[src/rtl/cevero_dvfs_pkg.sv]
// cevero_dvfs_pkg
// Shared definitions for the DVFS controller / actuator pair: sequencer
// state encoding and the voltage-code / frequency widths carried on the
// DVFS control interface.
package cevero_dvfs_pkg;

    localparam int VOLT_W = 3;
    localparam int FREQ_W = 32;

    typedef enum logic [2:0] {
        IDLE,
        VUP,
        FUP,
        FDN,
        VDN,
        FONLY,
        DONE
    } dvfs_state_e;

endpackage

[src/rtl/cevero_dvfs_vreg_hs.sv]
// cevero_dvfs_vreg_hs
// Request/ack handshake with the voltage regulator, bounded by a timeout.
// Shared by the voltage-up and voltage-down legs of the sequencer.
//   i_clk, i_rst : clock, async active-high reset
//   i_start      : one-cycle strobe, raises the request and clears the timer
//   i_ack        : regulator acknowledge, only looked at while o_req=1
//   o_req        : request to the regulator, held until ack or timeout
//   o_ack_ok     : ack accepted this cycle (request drops on the next edge)
//   o_tmo        : last waiting cycle passed without ack
module cevero_dvfs_vreg_hs #(
    parameter int VregTimeout = 64,
    parameter int CntW        = 7
) (
    input  logic i_clk,
    input  logic i_rst,
    input  logic i_start,
    input  logic i_ack,
    output logic o_req,
    output logic o_ack_ok,
    output logic o_tmo
);

    logic            r_req;
    logic [CntW-1:0] r_cnt;

    // Ack has priority over expiry when both land on the last cycle.
    assign o_ack_ok = r_req & i_ack;
    assign o_tmo    = r_req & ~i_ack & (r_cnt == CntW'(VregTimeout - 1));
    assign o_req    = r_req;

    always_ff @(posedge i_clk or posedge i_rst) begin
        if (i_rst) begin
            r_req <= 1'b0;
            r_cnt <= '0;
        end else if (i_start) begin
            r_req <= 1'b1;
            r_cnt <= '0;
        end else if (r_req) begin
            if (o_ack_ok || o_tmo) r_req <= 1'b0;
            else                   r_cnt <= r_cnt + 1'b1;
        end
    end

endmodule

[src/rtl/cevero_dvfs_actuator.sv]
// cevero_dvfs_actuator
// Applies the DVFS controller's requested operating point in a safe order:
// raising voltage goes voltage -> frequency, lowering goes frequency ->
// voltage, so the clock never runs faster than the applied supply allows.
//   clk_i, rst_i   : clock, async active-high reset
//   req_voltage_i  : requested voltage code (level)
//   req_freq_i     : requested frequency (level)
//   vreg_ack_i     : regulator reached target
//   vdd_sel_o      : voltage code to regulator
//   vreg_req_o     : regulator change request
//   freq_o         : applied frequency
//   freq_upd_o     : one-cycle pulse when freq_o changes
//   busy_o         : sequence in progress
//   done_o         : one-cycle pulse on successful completion
//   timeout_o      : one-cycle pulse on regulator timeout
module cevero_dvfs_actuator
    import cevero_dvfs_pkg::*;
#(
    parameter int MinVoltage   = 0,
    parameter int MaxVoltage   = 5,
    parameter int MinFreq      = 10,
    parameter int MaxFreq      = 100,
    parameter int ResetVoltage = 5,
    parameter int ResetFreq    = 100,
    parameter int VregTimeout  = 64,
    parameter int FreqSettle   = 8
) (
    input  logic              clk_i,
    input  logic              rst_i,
    input  logic [VOLT_W-1:0] req_voltage_i,
    input  logic [FREQ_W-1:0] req_freq_i,
    input  logic              vreg_ack_i,
    output logic [VOLT_W-1:0] vdd_sel_o,
    output logic              vreg_req_o,
    output logic [FREQ_W-1:0] freq_o,
    output logic              freq_upd_o,
    output logic              busy_o,
    output logic              done_o,
    output logic              timeout_o
);

    localparam int CntW = $clog2((VregTimeout > FreqSettle) ? VregTimeout : FreqSettle) + 1;

    dvfs_state_e       r_state, w_next;
    logic [VOLT_W-1:0] r_tv, r_v_applied, r_vdd;
    logic [FREQ_W-1:0] r_tf, r_freq;
    logic              r_upd, r_tmo;
    logic [CntW-1:0]   r_settle;

    logic [VOLT_W-1:0] w_tgt_v, w_new_v;
    logic [FREQ_W-1:0] w_tgt_f, w_new_f;
    logic              w_latch, w_hs_start, w_freq_load, w_revert, w_apply_v;
    logic              w_settle_end, w_ack_ok, w_tmo;

    // Clamp the live request into the legal window (compared wide and signed
    // so a zero lower bound does not degenerate into a constant compare).
    always_comb begin
        w_tgt_v = req_voltage_i;
        if (longint'({{(64-VOLT_W){1'b0}}, req_voltage_i}) < longint'(MinVoltage))
            w_tgt_v = VOLT_W'(MinVoltage);
        else if (longint'({{(64-VOLT_W){1'b0}}, req_voltage_i}) > longint'(MaxVoltage))
            w_tgt_v = VOLT_W'(MaxVoltage);

        w_tgt_f = req_freq_i;
        if (longint'({{(64-FREQ_W){1'b0}}, req_freq_i}) < longint'(MinFreq))
            w_tgt_f = FREQ_W'(MinFreq);
        else if (longint'({{(64-FREQ_W){1'b0}}, req_freq_i}) > longint'(MaxFreq))
            w_tgt_f = FREQ_W'(MaxFreq);
    end

    // Leaving IDLE uses the live target, later legs use the latched copy.
    assign w_new_v      = (r_state == IDLE) ? w_tgt_v : r_tv;
    assign w_new_f      = (r_state == IDLE) ? w_tgt_f : r_tf;
    assign w_settle_end = (r_settle == CntW'(FreqSettle - 1));

    cevero_dvfs_vreg_hs #(
        .VregTimeout (VregTimeout),
        .CntW        (CntW)
    ) u_vreg_hs (
        .i_clk    (clk_i),
        .i_rst    (rst_i),
        .i_start  (w_hs_start),
        .i_ack    (vreg_ack_i),
        .o_req    (vreg_req_o),
        .o_ack_ok (w_ack_ok),
        .o_tmo    (w_tmo)
    );

    always_ff @(posedge clk_i or posedge rst_i) begin
        if (rst_i) r_state <= IDLE;
        else       r_state <= w_next;
    end

    always_comb begin
        w_next      = r_state;
        w_latch     = 1'b0;
        w_hs_start  = 1'b0;
        w_freq_load = 1'b0;
        w_revert    = 1'b0;
        w_apply_v   = 1'b0;
        case (r_state)
            IDLE: begin
                if (w_tgt_v > r_v_applied) begin
                    w_next     = VUP;
                    w_latch    = 1'b1;
                    w_hs_start = 1'b1;
                end else if (w_tgt_v < r_v_applied) begin
                    w_next      = FDN;
                    w_latch     = 1'b1;
                    w_freq_load = 1'b1;
                end else if (w_tgt_f != r_freq) begin
                    w_next      = FONLY;
                    w_latch     = 1'b1;
                    w_freq_load = 1'b1;
                end
            end
            VUP: begin
                if (w_ack_ok) begin
                    w_next      = FUP;
                    w_apply_v   = 1'b1;
                    w_freq_load = 1'b1;
                end else if (w_tmo) begin
                    w_next   = IDLE;
                    w_revert = 1'b1;
                end
            end
            FUP, FONLY: if (w_settle_end) w_next = DONE;
            FDN: begin
                if (w_settle_end) begin
                    w_next     = VDN;
                    w_hs_start = 1'b1;
                end
            end
            VDN: begin
                if (w_ack_ok) begin
                    w_next    = DONE;
                    w_apply_v = 1'b1;
                end else if (w_tmo) begin
                    // Lowered frequency stays in place: it is safe at either voltage.
                    w_next   = IDLE;
                    w_revert = 1'b1;
                end
            end
            DONE:    w_next = IDLE;
            default: w_next = IDLE;
        endcase
    end

    always_ff @(posedge clk_i or posedge rst_i) begin
        if (rst_i) begin
            r_tv        <= VOLT_W'(ResetVoltage);
            r_tf        <= FREQ_W'(ResetFreq);
            r_v_applied <= VOLT_W'(ResetVoltage);
            r_vdd       <= VOLT_W'(ResetVoltage);
            r_freq      <= FREQ_W'(ResetFreq);
            r_upd       <= 1'b0;
            r_tmo       <= 1'b0;
            r_settle    <= '0;
        end else begin
            r_upd <= 1'b0;
            r_tmo <= 1'b0;
            if (w_latch) begin
                r_tv <= w_tgt_v;
                r_tf <= w_tgt_f;
            end
            if (w_hs_start) r_vdd <= w_new_v;
            if (w_revert) begin
                r_vdd <= r_v_applied;
                r_tmo <= 1'b1;
            end
            if (w_apply_v) r_v_applied <= r_tv;
            // Settle wait runs even when the frequency did not actually move.
            if (w_freq_load) begin
                r_freq   <= w_new_f;
                r_upd    <= (w_new_f != r_freq);
                r_settle <= '0;
            end else if (r_state == FUP || r_state == FDN || r_state == FONLY) begin
                r_settle <= r_settle + 1'b1;
            end
        end
    end

    assign vdd_sel_o  = r_vdd;
    assign freq_o     = r_freq;
    assign freq_upd_o = r_upd;
    assign timeout_o  = r_tmo;
    assign busy_o     = (r_state != IDLE);
    assign done_o     = (r_state == DONE);

endmodule

[config.mk]
export PLATFORM = sky130hd
export DESIGN_NAME = cevero_dvfs_actuator
export DESIGN_NICKNAME = d
export VERILOG_FILES = /design/src/rtl/cevero_dvfs_pkg.sv /design/src/rtl/cevero_dvfs_vreg_hs.sv /design/src/rtl/cevero_dvfs_actuator.sv
export SDC_FILE = /design/constraint.sdc
export NUM_CORES = 1
export LEC_CHECK = 0
export BUFFER_PORTS_ARGS = -buffer_cell sky130_fd_sc_hd__buf_2
export CORE_MARGIN = 3
export CORE_UTILIZATION = 30
export CTS_BUF_LIST = sky130_fd_sc_hd__clkbuf_16
export CTS_CLUSTER_DIAMETER = 80
export CTS_CLUSTER_SIZE = 24
export DETAILED_ROUTE_END_ITERATION = 8
export PLACE_DENSITY = 0.47
export SETUP_SLACK_MARGIN = 0.4
export SLEW_MARGIN = 40
export SYNTH_ARGS = -nofsm -noshare
export SYNTH_HDL_FRONTEND = slang
export SYNTH_SLANG_ARGS = --single-unit
[constraint.sdc]
create_clock -name clk_i -period 3.1 [get_ports clk_i]
set_input_delay 0.31 -clock clk_i [delete_from_list [all_inputs] [get_ports clk_i]]
set_output_delay 0.31 -clock clk_i [all_outputs]
set_load 0.05 [all_outputs]
== Word level (Yosys, flattened, before mapping) ==
Cells that the tools add are included.

* Logic and storage cells: 88
* Output and inout bits: 40
* Bits of input ports: 38
* Register bits after elaboration: 93

* Multiplexer cells: 40
* $lt $le $gt $ge: 5
* Bitwise operators: 4
* Reductions and logical operators: 12
* Equal/unequal tests: 14
* Add/subtract/negate cells: 2

{| class="wikitable"
|+ Operators by type and width
! kind !! number
|-
| 2-to-1 mux 32 bit || 3
|-
| != test 32 bit || 2
|-
| 2-to-1 mux 3 bit || 12
|-
| 2-to-1 mux 7 bit || 5
|-
| greater-than comparator 32 x 7 -> 1 bit (second input constant) || 1
|-
| less-than comparator 32 x 4 -> 1 bit (second input constant) || 1
|-
| 2-to-1 mux 1 bit || 17
|-
| case mux 3 bit (5 select lines) || 1
|-
| adder 7 x 1 -> 7 bit (second input constant) || 2
|-
| == test 3 bit (second input constant) || 3
|-
| == test 7 x 3 -> 1 bit (second input constant) || 1
|-
| == test 7 x 6 -> 1 bit (second input constant) || 1
|-
| == test 3 x 2 -> 1 bit (second input constant) || 2
|-
| nonzero test 2 bit || 3
|-
| != test 2 bit (second input constant) || 2
|-
| != test 4 x 1 -> 1 bit (second input constant) || 1
|-
| case mux 1 bit (2 select lines) || 2
|-
| OR reduction 2 bit || 2
|-
| bitwise AND 1 bit || 3
|-
| == test 3 x 1 -> 1 bit (second input constant) || 1
|-
| greater-than comparator 3 bit || 1
|-
| greater-than comparator 3 bit (second input constant) || 1
|-
| logical NOT 3 bit || 1
|-
| logical OR 1 bit || 3
|-
| other kinds (6) || 6
|}

== Longest topological paths before layout ==
Gate-level depths: netlist (run 1).

* Word-level depth: 9
* Gate-level depth with buffers: 10
* Depth with buffers taken out: 9

== Modules after synthesis ==
Synthesis (run 1) repeated with hierarchy kept, for this count alone.

* Cells, all modules: 551
* Area, all modules: 5192.5 sq um

{| class="wikitable"
|+ Modules (own cells, without submodules)
! module !! times used !! sequential area each (sq um) !! area an instance (sq um) !! cells each
|-
| cevero_dvfs_actuator || 1 || 2142.1 || 4717.0 || 503
|-
| cevero_dvfs_vreg_hs || 1 || 200.2 || 475.5 || 48
|}

== Least setup slack after synthesis (run 1) ==
OpenSTA, ideal clock, no wires.

* Kind: in2reg
* Start point: in req_voltage_i[1]
* End point: reg r_state[2]
* Setup time: 0.120 ns
* Setup slack: 0.594 ns
* Arrival: 2.387 ns
* Buffers on the path: 1
* Stages: 10
* Data required time: 2.980 ns
* Cell sequence: nor2b_1 -> ha_1 -> nor2b_1 -> o21ai_0 -> a2111oi_0 -> o221a_1 -> o2111a_4 -> a31oi_4 -> buf_6 -> a31o_1

* Cells in the longest elaborated chain, start to end: 6
* Elaborated cells on any way between the ends: 9
* Classes of those cells: order compare (3); eq/ne (1); mux (4); reduce/logical (1)

{| class="wikitable"
|+ RTL lines
! what !! line !! RTL
|-
| start, declared || cevero_dvfs_actuator.sv:30 || <nowiki>input logic [VOLT_W-1:0] req_voltage_i,</nowiki>
|-
| greater-than comparator 3 bit || cevero_dvfs_actuator.sv:61 || <nowiki>else if (longint'({{(64-VOLT_W){1'b0}}, req_voltage_i}) > longint'(MaxVoltage))</nowiki>
|-
| 2-to-1 mux 3 bit * || cevero_dvfs_actuator.sv:61 ||
|-
| less-than comparator 3 bit || cevero_dvfs_actuator.sv:107 || <nowiki>end else if (w_tgt_v < r_v_applied) begin</nowiki>
|-
| 2-to-1 mux 3 bit || cevero_dvfs_actuator.sv:107 ||
|-
| 2-to-1 mux 3 bit || cevero_dvfs_actuator.sv:103 || <nowiki>if (w_tgt_v > r_v_applied) begin</nowiki>
|-
| case mux 3 bit (5 select lines) || cevero_dvfs_actuator.sv:101 || <nowiki>case (r_state)</nowiki>
|-
| end signal, assigned || cevero_dvfs_actuator.sv:91 || <nowiki>else r_state <= w_next;</nowiki>
|-
| end, declared || cevero_dvfs_actuator.sv:44 || <nowiki>dvfs_state_e r_state, w_next;</nowiki>
|}

Mark *: on every way between the ends. The rest lies on a longest branch, timed or not.
A chain may end at the register's enable or synchronous reset.

== Final worst setup path (run 1) ==
* Start point: reg r_v_applied[2]
* End point: reg r_freq[3], in the netlist freq_o[3]

* Cells in the longest elaborated chain, start to end: 4
* Elaborated cells on any way between the ends: 5
* Classes of those cells: order compare (2); mux (3)

{| class="wikitable"
|+ RTL lines
! what !! line !! RTL
|-
| start, declared || cevero_dvfs_actuator.sv:45 || <nowiki>logic [VOLT_W-1:0] r_tv, r_v_applied, r_vdd;</nowiki>
|-
| start signal, assigned || cevero_dvfs_actuator.sv:153 || <nowiki>r_v_applied <= VOLT_W'(ResetVoltage);</nowiki>
|-
| start signal, assigned || cevero_dvfs_actuator.sv:171 || <nowiki>if (w_apply_v) r_v_applied <= r_tv;</nowiki>
|-
| less-than comparator 3 bit || cevero_dvfs_actuator.sv:107 ||
|-
| 2-to-1 mux 1 bit || cevero_dvfs_actuator.sv:107 ||
|-
| 2-to-1 mux 1 bit * || cevero_dvfs_actuator.sv:103 ||
|-
| case mux 1 bit (2 select lines) * || cevero_dvfs_actuator.sv:101 ||
|-
| end signal, assigned || cevero_dvfs_actuator.sv:155 || <nowiki>r_freq <= FREQ_W'(ResetFreq);</nowiki>
|-
| end signal, assigned || cevero_dvfs_actuator.sv:174 || <nowiki>r_freq <= w_new_f;</nowiki>
|-
| end, declared || cevero_dvfs_actuator.sv:46 || <nowiki>logic [FREQ_W-1:0] r_tf, r_freq;</nowiki>
|}

Marked as above.

==> impl_metrics.env, run 1 <==
export IMPL_arrival_ns=2.78
export IMPL_vias=4340
export IMPL_p_per_area_nw_per_um2=840
export IMPL_fin_crit_ns=2.57
export IMPL_worstPathRequired_ns=3.32
export IMPL_syn_avg_cell_area_um2=9.21
export IMPL_rsz0062_at_grt="true"
export IMPL_synth_top_cell_by_area="dfrtp_1"
export IMPL_async_flop_share_pct=100
export IMPL_critPathMaxFanout=9
export IMPL_cts_tree="built"
export IMPL_place_area_um2=5770
export IMPL_grt_max_degree=51
export IMPL_final_setup_viol_count=0
export IMPL_path_cells="inv_1 > ha_1 > o21ai_1 > a2111oi_2 > o221a_1 > o2111a_4 > a31oi_4 > buf_4 > mux2i_1"
export IMPL_viasPerCell=5.09
export IMPL_htreeDepth=3
export IMPL_clkLatencyLatePin_ns=0.35
export IMPL_root_buffer="clkbuf_16"
export IMPL_n_antenna_cell=0
export IMPL_fin_skew_ns=0.00544
export IMPL_cts_buffers=9
export IMPL_syn2layout_area_growth_pct=21.9
export IMPL_io_buffers=77
export IMPL_dr_pass1_iters=4
export IMPL_die_w_um=136
export IMPL_slew_limit_headroom_pct=60.7
export IMPL_yosysMostFrequentCell="nor2_1"
export IMPL_drt_initial_drc_count=182
export IMPL_seq_area_um2=2340
export IMPL_tightest_slew_ns=0.585
export IMPL_maxCapViolCount=0
export IMPL_slowest_stage="dfstp_2"
export IMPL_clk_pin_slew_ns=0.06
export IMPL_core_area_um2=16200
export IMPL_startpoint_type="flop"
export IMPL_initial_core_util_pct=31.3
export IMPL_placedCellCount=833
export IMPL_ys_ff_latch=93
export IMPL_final_nets=674
export IMPL_fin_setup_tns_ns=0
export IMPL_fp_row_count=46
export IMPL_synth_area_leaders="dfrtp_1, nor2_1, dfstp_2"
export IMPL_end_kind="flop"
export IMPL_drc=0
export IMPL_fmax_ghz=0.390
export IMPL_gp_routability_congestion=0.827
export IMPL_period_share_pct=82.8
export IMPL_die_h_um=136
export IMPL_grt_pass1_wl_um=22500
export IMPL_ir_worst_vdd_mv=0.436
export IMPL_drive_gt1_share_pct=23.4
export IMPL_whs_ns=0.0163
export IMPL_crit_type="reg -> reg"
export IMPL_hold_viol_final=0
export IMPL_synth_cell_types=62
export IMPL_min_path_type="in -> async"
export IMPL_dp_final_hpwl_um=9730
export IMPL_yosysSeqAreaShare_pct=46.3
export IMPL_synth_edf_count=0
export IMPL_status="completed"
export IMPL_synthFlopType="dfrtp_1"
export IMPL_antenna_found_initial=0
export IMPL_cts_sinks=93
export IMPL_synth_cells=549
export IMPL_io_pins=78
export IMPL_synthTopCellsByCount="nor2_1, dfrtp_1, nand2_1, nor3_1, nor2b_1"
export IMPL_crit_buf_inv=2
export IMPL_leakagePower_nw=2.77
export IMPL_critical_path_max_stage_delay_ns=0.54
export IMPL_synth_warnings=0
export IMPL_overflow=0
export IMPL_wl_per_cell_um=16.1
export IMPL_critical_path_top_delay_family="compound AO/OA/AOI/OAI gates"
export IMPL_final_util_pct=38.1
export IMPL_syn_nets=592
export IMPL_synth_area_um2=5050
export IMPL_final_cell_count_no_fill=852
export IMPL_netlist_area_leader_share_pct=40.1
export IMPL_ant_nets=0
export IMPL_slew_violations=0
export IMPL_grt_pass1_vias=4347
export IMPL_clockBufferDepth=2
export IMPL_track_usage_pct=15.4
export IMPL_fillers=1639
export IMPL_multi_input_area_um2=2550
export IMPL_fin_area_um2=6160
export IMPL_drt_total_wl_um=13700
export IMPL_die_area_um2=18400
[sequential cells by signal, indices dropped and copies added, names as in the netlist]
signal           count
u_vreg_hs.o_req      1
freq_o              32
r_v_applied          3
r_settle             7
freq_upd_o           1
u_vreg_hs.r_cnt      7
r_tv                 3
vdd_sel_o            3
r_state              3
r_tf                32
timeout_o            1
[layout make-up]
type,instances,area share (%)
inverters,23,1.46
repair buffers,95,9.26
well taps,216,4.39
multi-input cells,409,41.4
flip-flops and latches,93,38.0
clock buffers,9,3.65
clock inverters,7,1.85
[power breakdown]
part | switching [W] | total (W) | internal (W)
registers | 0.000324 | 0.00184 | 0.00152
clock network | 0.000471 | 0.00125 | 0.000784
logic | 0.00135 | 0.00207 | 0.000724
total | 0.00215 | 0.00517 | 0.00303
[routing by layer]
layer / routed length (µm) / vias to the layer above / GRT usage (%)
met1: 6310 / 2131 / 20.8
met3: 510 / 12 / 3.53
li1: - / 2123 / -
met4: 199 / 0 / 4.42
met5: 0 / - / 0
met2: 6680 / 74 / 24.7
[cells by family (layout without fill, tap and decap cells)]
family                     Yosys count  after routing  share of synthesized area [%]
AOI/OAI and AO/OA                  105            105                           15.2
buffers and inverters               47            134                           3.96
xor gates and xnor gates            26             26                           4.50
and+or+nand+nor                    254            254                           24.7
adders and majority gates            5              5                           1.24
muxes                               19             19                           4.01
DFF                                 93             93                           46.3
[metrics by stage]
step / setup slack, ns / power, W
global placement: 0.266 / 0.00388
detailed placement: 0.176 / 0.00391
CTS: 0.431 / 0.00522
global route: 0.332 / 0.00554
floorplan: 0.594 / 0.00331
finish: 0.534 / 0.00517
[worst register-to-register path: cells and delay by family, from the launching register on]
family                   cells  cell delay (ns)
AO/OA/AOI/OAI                5             1.16
flip-flops                   1             0.54
adder cells (fa/ha/maj)      1             0.31
buffers and inverters        2             0.30
multiplexers                 1             0.12
[path summary, 6_finish.rpt]
check | slack [ns] | endpoint | cells past startpoint | startpoint
min | 0.02 | r_state[1]$_DFFE_PP0P_ | 2 | rst_i
max reg2reg | 0.53 | freq_o[3]$_DFFE_PP0P_ | 9 | r_v_applied[2]$_DFFE_PP1P_
max | 0.53 | freq_o[3]$_DFFE_PP0P_ | 9 | r_v_applied[2]$_DFFE_PP1P_
min in group clk_i | 0.28 | r_tv[2]$_DFFE_PP1P_ | 2 | req_voltage_i[2]
max in group asynchronous | 2.46 | r_tf[29]$_DFFE_PP0P_ | 3 | rst_i
min reg2reg | 0.48 | r_tf[6]$_DFFE_PP1P_ | 2 | r_tf[6]$_DFFE_PP1P_
[cell usage in the layout, fill, tap and decap left out, drive strengths merged, types with 5 or more instances in the layout]
cell,synthesis,final
nor4,12,12
nand4,11,11
dfstp,12,12
nor4bb,9,9
o22ai,7,7
a211oi,5,5
mux2i,9,9
nand3,9,9
a21oi,12,12
nor2b,26,26
nor3,33,33
xnor2,15,15
nand2,34,34
buf,6,95
o21ai,27,27
a31oi,15,15
ha,5,5
clkbuf,18,9
mux2,10,10
inv,23,22
dfrtp,81,81
nor2,103,103
xor2,11,11
[what timing repair did]
action / in CTS / in global routing
hold buffers: 0 / 0
pin swaps: 2 / 0
buffers inserted: 3 / 0
resized for setup: 2 / 4
setup endpoints to repair: 35 / 77
(Power assumes the default switching activity.)
==> run 2: changes to the inputs <==
--- a/config.mk
+++ b/config.mk
@@ -5,6 +5,7 @@
 export SDC_FILE = /design/constraint.sdc
 export NUM_CORES = 1
 export LEC_CHECK = 0
+export ABC_AREA = 1
 export BUFFER_PORTS_ARGS = -buffer_cell sky130_fd_sc_hd__buf_2
 export CORE_MARGIN = 3
 export CORE_UTILIZATION = 30
@@ -12,7 +13,7 @@
 export CTS_CLUSTER_DIAMETER = 80
 export CTS_CLUSTER_SIZE = 24
 export DETAILED_ROUTE_END_ITERATION = 8
-export PLACE_DENSITY = 0.47
+export PLACE_DENSITY = 0.48
 export SETUP_SLACK_MARGIN = 0.4
 export SLEW_MARGIN = 40
 export SYNTH_ARGS = -nofsm -noshare
==> constraint.sdc (replaced) <==
create_clock -name clk_i -period 2.08 [get_ports clk_i]
set_input_delay 0.208 -clock clk_i [delete_from_list [all_inputs] [get_ports clk_i]]
set_output_delay 0.208 -clock clk_i [all_outputs]
set_load 0.05 [all_outputs]
==> run 2 against run 1 <==
Effect of this change: the flow now finishes with violations (negative setup slack); fmax increased by 22%; clock skew grew 0.0020 ns; sequential share of layout area decreased by 5.4 points; via count is 16% higher; synthesized area is 3.6% higher; die area increased by 3.4%; highest routed layer unchanged.
==> impl_metrics.env, run 2 <==
export IMPL_cts_buffers=9
export IMPL_root_buffer="clkbuf_16"
export IMPL_netlist_area_leader_share_pct=38.7
export IMPL_drt_initial_drc_count=220
export IMPL_post_synth_xor_area_fraction_pct=3.68
export IMPL_fp_row_count=47
export IMPL_pwr_share_comb_pct=53.7
export IMPL_arrival_ns=2.35
export IMPL_leakagePower_nw=3.59
export IMPL_synth_cells=690
export IMPL_crit_type="reg -> reg"
export IMPL_synth_compound_area_share_pct=4.42
export IMPL_fin_skew_ns=0.00739
export IMPL_syn2layout_area_growth_pct=37.2
export IMPL_p_int_w=0.00506
export IMPL_synthFlopType="dfrtp_1"
export IMPL_die_area_um2=19100
export IMPL_maxCapViolCount=0
export IMPL_critPathMaxFanout=6
export IMPL_tightest_slew_ns=0.495
export IMPL_clk_pin_slew_ns=0.06
export IMPL_drc=0
export IMPL_setup_ws_ns=-0.0289
export IMPL_status="complete, but fails checks"
export IMPL_r2r_cells=16
export IMPL_clockBufferDepth=2
export IMPL_initial_core_util_pct=31.1
export IMPL_min_path_type="in -> reg"
export IMPL_gp_routability_congestion=0.852
export IMPL_slew_limit_headroom_pct=66.9
export IMPL_clkLatencyLatePin_ns=0.35
export IMPL_antenna_found_initial=0
export IMPL_hold_viol_final=0
export IMPL_drive_gt1_share_pct=35.9
export IMPL_rsz0062_at_grt="true"
export IMPL_power_w=0.00906
export IMPL_fmax_ghz=0.474
export IMPL_htreeDepth=3
export IMPL_n_antenna_cell=0
export IMPL_ys_ff_latch=93
export IMPL_synth_area_um2=5240
export IMPL_async_flop_share_pct=100
export IMPL_final_nets=867
export IMPL_slew_violations=0
export IMPL_track_usage_pct=16.9
export IMPL_synth_top_cell_by_area="dfrtp_1"
export IMPL_cts_tree="built"
export IMPL_synth_area_leaders="dfrtp_1, nand2_1, nand3_1"
export IMPL_startpoint_type="flop"
export IMPL_violations="negative setup slack"
export IMPL_period_share_pct=101
export IMPL_core_area_um2=16800
export IMPL_drt_total_wl_um=15800
export IMPL_cts_sinks=93
export IMPL_grt_pass1_wl_um=26500
export IMPL_synthTopCellsByCount="nand2_1, inv_1, dfrtp_1"
export IMPL_p_per_area_nw_per_um2=1260
export IMPL_grt_max_degree=42
export IMPL_fin_crit_ns=2.11
export IMPL_yosysMostFrequentCell="nand2_1"
export IMPL_end_kind="flop"
export IMPL_die_h_um=138
export IMPL_pwr_share_seq_pct=26.9
export IMPL_die_w_um=138
export IMPL_ant_nets=0
export IMPL_final_setup_viol_count=29
export IMPL_viasPerCell=4.78
export IMPL_syn_avg_cell_area_um2=7.59
export IMPL_synth_mux_area_fraction_pct=0.406
export IMPL_syn_nets=733
export IMPL_synth_simple_gate_area_share_pct=36.4
export IMPL_layout_common_cells="nand2_1, dfrtp_1, inv_1"
export IMPL_layout_commonest_cell="nand2_1"
export IMPL_io_pins=78
export IMPL_vias=5014
export IMPL_overflow=0
export IMPL_grt_pass1_vias=5226
export IMPL_io_buffers=77
export IMPL_pwr_share_clk_pct=19.4
export IMPL_ir_worst_vdd_mv=0.583
export IMPL_synth_fa_ha_area_share_pct=1.20
export IMPL_switchingPower_w=0.00400
export IMPL_whs_path_depth=4
export IMPL_whs_ns=0.217
export IMPL_synth_top_family_by_area="simple AND/OR/NAND/NOR gates"
export IMPL_dp_final_hpwl_um=11600
export IMPL_synth_warnings=0
export IMPL_worstPathRequired_ns=2.32
export IMPL_yosysSeqAreaShare_pct=44.7
export IMPL_dr_pass1_iters=5
export IMPL_synth_edf_count=0
export IMPL_synth_cell_types=43
export IMPL_wl_per_cell_um=15.0
export IMPL_switching_share_pct=44.2
-- run 2: cell types whose count changed after synthesis, sizes merged, moves of 9 or more --
| cell | before | now |
|---|---|---|
| mux2 | 10 | 1 |
| nand4 | 11 | 33 |
| nor3 | 33 | 4 |
| nor4bb | 9 | 0 |
| nand2 | 34 | 186 |
| nor2b | 26 | 0 |
| o21ai | 27 | 16 |
| nand3 | 9 | 79 |
| a31oi | 15 | 1 |
| inv | 23 | 85 |
-- run 2: final cells by class --
class | instances | area (µm²)
Clock buffer | 9 | 225
Clock inverter | 7 | 90.1
Multi-Input combinational cell | 483 | 2820
Fill cell | 1758 | 9640
Inverter | 87 | 334
Tap cell | 220 | 275
Timing Repair Buffer | 150 | 1090
Sequential cell | 93 | 2340
-- run 2: metrics by stage --
stage               util (%)  instance area (µm²)  TNS [ns]  setup WS [ns]  std cells
global placement        38.7                 6510     -5.90         -0.156       1020
finish                  42.7                 7180    -0.389        -0.0289       1049
CTS                     41.8                 7040    -0.440        -0.0281       1044
floorplan                  -                 5480   -0.0271        -0.0271        690
detailed placement      38.7                 6510     -8.06         -0.163       1020
global route            42.7                 7180    -11.29         -0.181       1049
-- run 2: power by group through the flow --
stage | Combinational (W) | Clock (W) | Sequential [W]
after floorplan | 0.00259 | 0 | 0.00274
after global placement | 0.00418 | 0 | 0.00244
after detailed placement | 0.00423 | 0 | 0.00245
after CTS | 0.00458 | 0.00182 | 0.00243
after global routing | 0.00534 | 0.00188 | 0.00248
final | 0.00486 | 0.00176 | 0.00244
-- run 2: cell families (layout without fill, tap and decap cells) --
group	count (synthesis)	in the layout
buffers and inverters	115	253
adder cells (fa/ha/maj)	5	5
flip-flops	93	93
XOR/XNOR	22	22
AO/OA/AOI/OAI	38	38
multiplexers	2	2
AND/OR/NAND/NOR	415	416
-- run 2: repair_timing --
action                                  CTS  global route
hold buffers                              1             0
gates resized for setup                  39            26
endpoints found under the setup margin   92            92
endpoints found under the hold margin     7             0
cloned                                    2             1
buffers inserted                          5             4
pin swaps                                15             1
-- run 2: per-layer routing --
metal | routed length (µm) | global-route usage, % | vias up
li1 | - | - | 2487
met1 | 7520 | 23.0 | 2395
met2 | 7430 | 27.7 | 115
met3 | 611 | 3.52 | 17
met4 | 204 | 4.11 | 0
met5 | 0 | 0 | -
-- run 2: final timing paths --
kind                                                  from                          to  slack [ns]
worst max register to register  r_v_applied[2]$_DFFE_PP1P_         r_tf[3]$_DFFE_PP0P_       -0.03
min in group asynchronous                            rst_i        r_tf[27]$_DFFE_PP0P_        0.33
worst min register to register         r_tv[2]$_DFFE_PP1P_         r_tv[2]$_DFFE_PP1P_        0.48
worst min-delay path                      req_voltage_i[2]         r_tv[2]$_DFFE_PP1P_        0.22
worst max-delay path            r_v_applied[2]$_DFFE_PP1P_         r_tf[3]$_DFFE_PP0P_       -0.03
max in group asynchronous                            rst_i  r_v_applied[2]$_DFFE_PP1P_        1.11
-- run 2: worst max-delay path, cell delays in order, from the launching register on --
cell and delay [ns]:
dfstp_2 0.54, inv_2 0.05, ha_4 0.26, nand2_2 0.06
nor2_4 0.10, nor3b_4 0.05, inv_1 0.05, nand2_1 0.04
nor2_1 0.09, nand2_1 0.07, nor2_2 0.12, nand2_2 0.13
nand2_4 0.12, nand2_8 0.08, buf_6 0.14, nand2_1 0.05
nand2_1 0.05
==> run 3: changes to the inputs <==
--- a/config.mk
+++ b/config.mk
@@ -6,7 +6,7 @@
 export NUM_CORES = 1
 export LEC_CHECK = 0
 export ABC_AREA = 1
-export BUFFER_PORTS_ARGS = -buffer_cell sky130_fd_sc_hd__buf_2
+export BUFFER_PORTS_ARGS = -buffer_cell sky130_fd_sc_hd__buf_4
 export CORE_MARGIN = 3
 export CORE_UTILIZATION = 30
 export CTS_BUF_LIST = sky130_fd_sc_hd__clkbuf_16
==> run 3 against run 2 <==
Effect of this change: the flow finishes with violations (negative hold slack, negative setup slack); clock-buffer cell count is the same; first-iteration DRC count shrank 3.6%; total power rose by 0.86%; worst setup slack worse by 0.086 ns; register-to-register slack got worse by 0.09 ns; wire length rose by 1.2%; global-route usage is 0.48 points lower; utilization increased by 0.92 points.
==> impl_metrics.env, run 3 (same netlist as run 2, synthesis figures left out) <==
export IMPL_status="complete, but fails checks"
export IMPL_violations="negative hold slack, negative setup slack"
export IMPL_drt_total_wl_um=16000
export IMPL_cts_sinks=93
export IMPL_overflow=0
export IMPL_power_w=0.00914
export IMPL_place_ws_ns=-0.166
export IMPL_arrival_ns=2.43
export IMPL_fin_crit_ns=2.19
export IMPL_track_usage_pct=16.4
export IMPL_end_kind="flop"
export IMPL_worstPathRequired_ns=2.31
export IMPL_final_util_pct=43.6
export IMPL_grt_max_degree=94
export IMPL_placedCellCount=1015
export IMPL_clkLatencyLatePin_ns=0.35
export IMPL_die_w_um=138
export IMPL_drt_initial_drc_count=212
export IMPL_initial_core_util_pct=31.1
export IMPL_drive_gt1_share_pct=35.9
export IMPL_die_h_um=138
export IMPL_setup_ws_ns=-0.115
export IMPL_clk_pin_slew_ns=0.07
export IMPL_grt_pass1_vias=5134
export IMPL_min_path_type="in -> async"
export IMPL_io_buffers=77
export IMPL_vias=5013
export IMPL_htreeDepth=3
export IMPL_cts_buffers=9
export IMPL_slew_violations=0
export IMPL_period_share_pct=106
export IMPL_core_area_um2=16800
export IMPL_die_area_um2=19100
export IMPL_r2r_cells=11
export IMPL_fmax_ghz=0.456
export IMPL_layout_commonest_cell="nand2_1"
export IMPL_clockBufferDepth=2
export IMPL_ant_nets=0
export IMPL_grt_pass1_wl_um=25800
export IMPL_fin_skew_ns=0.00841
export IMPL_maxCapViolCount=0
export IMPL_whs_ns=-0.0558
export IMPL_layout_common_cells="nand2_1, buf_4, inv_1, dfrtp_1, nor2_1"
export IMPL_leakagePower_nw=3.61
export IMPL_io_pins=78
export IMPL_wl_per_cell_um=15.3
export IMPL_viasPerCell=4.80
export IMPL_slew_limit_headroom_pct=62.1
export IMPL_crit_type="reg -> reg"
export IMPL_fp_row_count=47
export IMPL_fin_setup_tns_ns=-5.19
export IMPL_tightest_slew_ns=0.568
export IMPL_syn2layout_area_growth_pct=40.2
export IMPL_rsz0062_at_grt="true"
export IMPL_root_buffer="clkbuf_16"
export IMPL_hold_viol_final=19
export IMPL_antenna_found_initial=0
export IMPL_final_setup_viol_count=80
export IMPL_ir_worst_vdd_mv=0.634
export IMPL_p_per_area_nw_per_um2=1250
export IMPL_critPathMaxFanout=12
export IMPL_gp_routability_congestion=0.885
export IMPL_cts_tree="built"
export IMPL_drc=0
export IMPL_n_antenna_cell=0
export IMPL_hold_buffers=0
export IMPL_final_nets=863
export IMPL_dp_final_hpwl_um=11400
export IMPL_dr_pass1_iters=4
export IMPL_startpoint_type="flop"
export IMPL_final_cell_count_no_fill=1045
run 3: critical path: stages, from the launching register on:
cell,delay (ns)
dfstp_2,0.54
inv_2,0.05
ha_4,0.24
nand2_1,0.05
nor2_1,0.04
nor3b_2,0.29
a31oi_2,0.10
nor2_2,0.28
nand2_4,0.17
buf_12,0.19
nand3_2,0.06
nand2_1,0.06
run 3: layout make-up:
type / instances / area [µm²]
Fill cell: 1763 / 9480
Timing Repair Buffer: 147 / 1280
Clock inverter: 7 / 66.3
Multi-Input combinational cell: 482 / 2820
Tap cell: 220 / 275
Sequential cell: 93 / 2340
Inverter: 87 / 334
Clock buffer: 9 / 225
run 3: metal layers:
layer | track usage, % | share of wire [%]
met2 | 27.2 | 48
met4 | 4.21 | 1.4
met5 | 0 | 0
met3 | 3.21 | 3.3
met1 | 22.1 | 47
run 3: repair_timing:
| action | CTS | global route |
|---|---|---|
| gates resized for setup | 23 | 43 |
| hold endpoints to repair | 0 | 0 |
| setup endpoints to repair | 93 | 90 |
| pin swaps | 4 | 11 |
| cloned | 0 | 1 |
| buffers inserted | 6 | 7 |
run 3: final timing paths:
| kind | from | endpoint | slack [ns] |
|---|---|---|---|
| setup / recovery | r_v_applied[2]$_DFFE_PP1P_ | freq_o[28]$_DFFE_PP0P_ | -0.11 |
| hold / removal | rst_i | r_tf[23]$_DFFE_PP0P_ | -0.06 |
| setup reg to reg | r_v_applied[2]$_DFFE_PP1P_ | freq_o[28]$_DFFE_PP0P_ | -0.11 |
| hold reg to reg | r_tv[2]$_DFFE_PP1P_ | r_tv[2]$_DFFE_PP1P_ | 0.49 |
| max in group asynchronous | rst_i | r_tf[2]$_DFFE_PP1P_ | 1.64 |
| min in group clk_i | req_voltage_i[2] | r_tv[2]$_DFFE_PP1P_ | 0.21 |
run 3: through the flow:
| stage | area, µm² | hold slack, ns |
|---|---|---|
| global route | 7340 | 0.0257 |
| finish | 7340 | -0.0558 |
| global placement | 6680 | 0.398 |
| detailed placement | 6680 | 0.406 |
| CTS | 7090 | 0.0212 |
| floorplan | 5480 | 0.298 |
run 3: power breakdown:
group | switching, W | total (W) | leakage (nW) | internal (W)
registers | 0.000276 | 0.00246 | 1.24 | 0.00219
clock network | 0.000721 | 0.00165 | 0.141 | 0.000926
logic | 0.00302 | 0.00503 | 2.23 | 0.00201
